File: config.mk
export PLATFORM = sky130hd
export DESIGN_NAME = hh_param_spi_loader
export DESIGN_NICKNAME = d
export VERILOG_FILES = /design/src/rtl/hh_param_spi_loader.sv
export SDC_FILE = /design/constraint.sdc
export NUM_CORES = 1
export LEC_CHECK = 0
export ABC_AREA = 0
export BUFFER_PORTS_ARGS = -buffer_cell sky130_fd_sc_hd__buf_2
export CORE_ASPECT_RATIO = 1.5
export CORE_MARGIN = 8
export CORE_UTILIZATION = 50
export CTS_BUF_LIST = sky130_fd_sc_hd__clkbuf_8
export CTS_CLUSTER_SIZE = 12
export DETAILED_ROUTE_END_ITERATION = 12
export PLACE_DENSITY = 0.72
export SYNTH_ARGS = -nofsm -noshare
export SYNTH_HDL_FRONTEND = slang
export SYNTH_SLANG_ARGS = --single-unit
File: constraint.sdc
create_clock -name clk -period 3 [get_ports clk]
set_clock_uncertainty 0.2 [all_clocks]
set_input_delay 0.45 -clock clk [delete_from_list [all_inputs] [get_ports clk]]
set_output_delay 0.45 -clock clk [all_outputs]
set_load 0.01 [all_outputs]
File: src/rtl/hh_param_spi_loader.sv
// hh_param_spi_loader: SPI-style configuration slave writing an 8x12 neuron parameter bank.
// Frames are oversampled on clk; read data is returned on miso_o during the data phase.
module hh_param_spi_loader #(
  parameter int N_REGS = 8,
  parameter int DATA_W = 12,
  parameter logic [N_REGS*DATA_W-1:0] PARAM_RST = '0
) (
  input  logic                       clk,
  input  logic                       rst_n,
  input  logic                       ena,
  input  logic                       sclk_i,
  input  logic                       cs_n_i,
  input  logic                       mosi_i,
  output logic                       miso_o,
  output logic                       miso_oe,
  output logic [N_REGS*DATA_W-1:0]   param_flat,
  output logic                       wr_strobe,
  output logic [2:0]                 wr_addr,
  output logic                       frame_err
);
  typedef enum logic [1:0] {S_IDLE, S_CMD, S_DATA, S_DONE} state_t;
  state_t              r_state;
  logic                r_sclk_m, r_sclk_s, r_sclk_d;
  logic                r_cs_m, r_cs_s;
  logic                r_mosi_m, r_mosi_s;
  logic [3:0]          r_cnt;
  logic [DATA_W-2:0]   r_shift;
  logic [DATA_W-2:0]   r_sout;
  logic [2:0]          r_addr;
  logic                r_write, r_ovr, r_miso, r_wr_strobe, r_frame_err;
  logic [2:0]          r_wr_addr;
  logic [DATA_W-1:0]   r_regs [N_REGS];
  logic                w_rise, w_fall;
  logic [2:0]          w_addr;
  assign w_rise  = r_sclk_s & ~r_sclk_d;
  assign w_fall  = ~r_sclk_s & r_sclk_d;
  assign w_addr  = {r_shift[1:0], r_mosi_s};
  assign miso_o    = r_miso;
  assign miso_oe   = ena & ~r_cs_s;
  assign wr_strobe = r_wr_strobe;
  assign wr_addr   = r_wr_addr;
  assign frame_err = r_frame_err;
  for (genvar k = 0; k < N_REGS; k++) begin : g_flat
    assign param_flat[k*DATA_W +: DATA_W] = r_regs[k];
  end
  always_ff @(posedge clk or negedge rst_n) begin
    if (!rst_n) begin
      r_state     <= S_IDLE;
      r_sclk_m    <= 1'b1;
      r_sclk_s    <= 1'b1;
      r_sclk_d    <= 1'b1;
      r_cs_m      <= 1'b1;
      r_cs_s      <= 1'b1;
      r_mosi_m    <= 1'b0;
      r_mosi_s    <= 1'b0;
      r_cnt       <= '0;
      r_shift     <= '0;
      r_sout      <= '0;
      r_addr      <= '0;
      r_write     <= 1'b0;
      r_ovr       <= 1'b0;
      r_miso      <= 1'b0;
      r_wr_strobe <= 1'b0;
      r_wr_addr   <= '0;
      r_frame_err <= 1'b0;
      for (int k = 0; k < N_REGS; k++) r_regs[k] <= PARAM_RST[k*DATA_W +: DATA_W];
    end else begin
      r_sclk_m    <= sclk_i;
      r_sclk_s    <= r_sclk_m;
      r_sclk_d    <= r_sclk_s;
      r_cs_m      <= cs_n_i;
      r_cs_s      <= r_cs_m;
      r_mosi_m    <= mosi_i;
      r_mosi_s    <= r_mosi_m;
      r_wr_strobe <= 1'b0;
      r_frame_err <= 1'b0;
      if (!ena) begin
        r_state <= S_IDLE;
        r_cnt   <= '0;
        r_ovr   <= 1'b0;
        r_miso  <= 1'b0;
      end else begin
        case (r_state)
          S_IDLE: if (!r_cs_s) begin
            r_state <= S_CMD;
            r_cnt   <= '0;
            r_ovr   <= 1'b0;
          end
          S_CMD: if (r_cs_s) begin
            r_frame_err <= (r_cnt != 4'd0);
            r_state     <= S_IDLE;
          end else if (w_rise) begin
            r_shift <= {r_shift[DATA_W-3:0], r_mosi_s};
            r_cnt   <= r_cnt + 4'd1;
            if (r_cnt == 4'd3) begin
              r_state <= S_DATA;
              r_write <= r_shift[2];
              r_addr  <= w_addr;
              if (!r_shift[2]) begin
                r_sout <= r_regs[w_addr][DATA_W-2:0];
                r_miso <= r_regs[w_addr][DATA_W-1];
              end
            end
          end
          S_DATA: if (r_cs_s) begin
            r_frame_err <= 1'b1;
            r_state     <= S_IDLE;
            r_miso      <= 1'b0;
          end else if (w_rise) begin
            r_shift <= {r_shift[DATA_W-3:0], r_mosi_s};
            r_cnt   <= r_cnt + 4'd1;
            if (r_cnt == 4'd15) begin
              r_state <= S_DONE;
              r_miso  <= 1'b0;
              if (r_write) begin
                r_regs[r_addr] <= {r_shift, r_mosi_s};
                r_wr_addr      <= r_addr;
                r_wr_strobe    <= 1'b1;
              end
            end
          end else if (w_fall && !r_write) begin
            r_miso <= r_sout[DATA_W-2];
            r_sout <= {r_sout[DATA_W-3:0], 1'b0};
          end
          S_DONE: if (r_cs_s) begin
            r_frame_err <= r_ovr;
            r_ovr       <= 1'b0;
            r_state     <= S_IDLE;
          end else if (w_rise) begin
            r_ovr <= 1'b1;
          end
          default: r_state <= S_IDLE;
        endcase
      end
    end
  end
endmodule

==> results.md <==
* Status: finished, final reports clean
* Worst relative slew slack at 37.25%
* Worst setup path class: flip-flop to flip-flop
* Core ar. at between 10000 and 15000 sq um
* Clk sinks at roughly 140
* Inst Count DP at 712
* Sw Pwr at 1.077 mW
* DR vias at 4233
* Clock buffer depth at 2
* GPL Wtd Cong at 0.8507
* Tot Pwr at roughly 4.1 mW
* Gate power share at about a tenth
* Most frequent cells in the layout: 136 x dfrtp_1, 112 x mux2_2, 107 x buf_2
* Vias in the first global route at ~4.6k
* CTS root buffer: clkbuf_8
* CP startpoint kind: flip-flop
* Maxcap violations at 0
* Final #Nets at 589
* Ratio of cells with drive above 1 in the final layout at roughly 54%
* Period utilization at roughly nine tenths
* Largest net degree at the start of global routing at slightly below 80
* Placed Area at just over 7000 sq um
* Number of fill cells in the layout at just over 1k
* Pins Over Slew Limit at 0
* Slew @ Worst Pin at roughly 0.94 ns
* Top cell type's share of synthesized area at 52.76%
* Flop pwr share at about 49%
* F_max at roughly 0.37 GHz
* Critical Path Source: r_cnt[0]
* Initial antenna violation count at 0
* Post-synth EDFFs at 0
* Vias/cell at ~5.7
* Synthesized instance count at about 470
* Top FF cell, synth: dfrtp_1
* Sequential area share after synthesis at between 50% and 60%
* Critical path data required time at 3.13 ns
* Grt total ovfl at 0
* Hold Startpoint: r_cs_m
* Total GRT Usage at between 20% and 30%
* Crit Path Max Fanout at 22
* Yosys cell types at 45
* Syn Area/Cell at ~14 sq um
* Pwr/cell area at 536.6 nW/um^2
* Synth area leader: dfrtp_1
* Io pins at about 110
* # resized after CTS at 0
* First-iteration detailed-routing DRC count at about 180
* Finished Cell Area at 7711 sq um
* DRT Pass-1 Iters at 4
* Crit path capture type: flip-flop
* HP Class: flip-flop to flip-flop
* Peak VDD IR at roughly 290 uV
* Static leakage at 4.022 nW
* Antenna diodes at 0
* CTS clock-pin slew for the worst setup and hold paths at 0.08 ns
* WL per Instance at approximately 22 um
* WL final at roughly 16 mm
* Async set-or-reset flop fraction in the synthesized netlist at 100.0%
* Final setup fails at 0
* Tmin final at 2.723 ns
* Final HPWL from detailed placement at about 11 mm
* Synth area leaders: dfrtp_1 53%, mux2_2 19%, mux4_2 8.3%, mux2i_1 2.2%, dfstp_2 2.0%
* Die area at 16970 sq um
* IO buf count at approximately 110
* Crit path DAT at around 2.9 ns
* Worst reg2reg path startpoint: r_cnt[0]
* Setup TNS at 0 ns
* Die H at ~160 um
* Clock network power share at 41.1%
* Post-Layout Cell Count at 748
* Depth of the CTS H-tree at 4
* DRC Markers at 0
* Global-route wire length before repair at about 26 mm
* Commonest non-fill, non-tap cell in the layout: dfrtp_1
* Setup repair after global routing missed its margin: false
* Clk_lat worst skew at between 0.4 and 0.5 ns
* Die W at around 110 um
* CTS tree: yes
* Antenna-violating nets left at 0
* Num rows at 51
* Area Growth Syn to Fin at 18.68%
* TritonCTS Buffers at 17
* Ys Warns at 0
* Post-Synthesis Cell Area at 6497 sq um
* Final hold vios at 0
* Syn nets at roughly 480
* Initial cell density of the core at 50.66%
* Synth Register Bits at 142
* P_int at around 3.1 mW
* Sw Ratio at between 20% and 30%
## sequential cells by signal (all words and copies together), names as in the netlist, 2 cells and up
name        flops
r_cnt           4
r_addr          3
r_sout         11
r_shift        11
wr_addr         3
param_flat     96
r_state         2
## synthesized netlist by cell type (all sizes together) (3+ instances only)
library cell and number:
nand2 29, nor2 19, dfstp 5, nor3 4, nand4 3, mux4 24, buf 23, o21ai 18
nand3 11, ha 7, mux2 112, clkbuf 15, mux2i 14, a21oi 12, inv 7, dfrtp 137
## cells by family (layout without fill, tap and decap cells)
kind of cell             count (synthesis)  count (layout)  share of synthesized area [%]
AND/OR/NAND/NOR                         82              82                          6.720
XOR/XNOR                                 2               2                         0.2696
buffers and inverters                   45             169                          3.274
AO/OA/AOI/OAI                           37              37                          3.717
multiplexers                           150             150                          29.89
adder cells (fa/ha/maj)                  7               7                          1.348
flip-flops                             142             142                          54.79
## worst max-delay path: stages, from the launching register on
cell and delay, ns:
dfrtp_1 0.42, ha_1 0.22, or3b_4 0.41, or3_1 0.31, a221o_1 0.70, o31ai_1 0.36
## through the flow
step                      setup WS (ns)  utilization [%]  hold WS, ns
final                            0.2769            60.12       0.1627
after global routing             0.1011            60.12       0.1687
after floorplan                  0.7196                -     -0.04559
after detailed placement         0.2704            56.32       0.1502
after global placement           0.3966            56.32       0.1355
after CTS                        0.2746            60.12       0.1687
## path summary, 6_finish.rpt
| check | slack (ns) | end | depth (start not counted) |
|---|---|---|---|
| max in group asynchronous | 1.35 | param_flat[64] | 3 |
| setup reg to reg | 0.28 | r_sout[0] | 5 |
| hold / removal | 0.16 | r_cs_s | 0 |
| hold reg to reg | 0.16 | r_cs_s | 0 |
| setup / recovery | 0.28 | r_sout[0] | 5 |
| min in group asynchronous | 0.42 | wr_strobe | 2 |
## layout make-up
cell class / count / area, sq um / area share (%)
flip-flops and latches: 142 / 3561 / 46.18
multi-input cells: 278 / 2730 / 35.40
repair buffers: 130 / 747.0 / 9.687
clock buffers: 19 / 261.5 / 3.391
well taps: 159 / 198.9 / 2.580
clock inverters: 13 / 186.4 / 2.418
inverters: 7 / 26.28 / 0.3407
## repair_timing
item                                   4_1_cts  5_1_grt
buffers inserted                             0        0
hold buffers                                 4        0
endpoints found under the hold margin       72        0
## power groups by stage
stage / Sequential, mW / Combinational [mW] / Clock (mW)
2_1_floorplan: 2.00 / 0.325 / 0
3_3_place_gp: 2.04 / 0.420 / 0
3_5_place_dp: 2.04 / 0.430 / 0
4_1_cts: 2.01 / 0.433 / 1.72
5_1_grt: 2.01 / 0.472 / 1.81
6_report: 2.01 / 0.432 / 1.70
## metal layers
layer | share of wire (%) | global-route usage [%]
met2 | 56 | 35.20
met3 | 3.9 | 4.425
met1 | 39 | 23.34
met5 | 0 | 0
met4 | 1.6 | 6.483
Note: power is estimated with default switching activity, not from simulation.
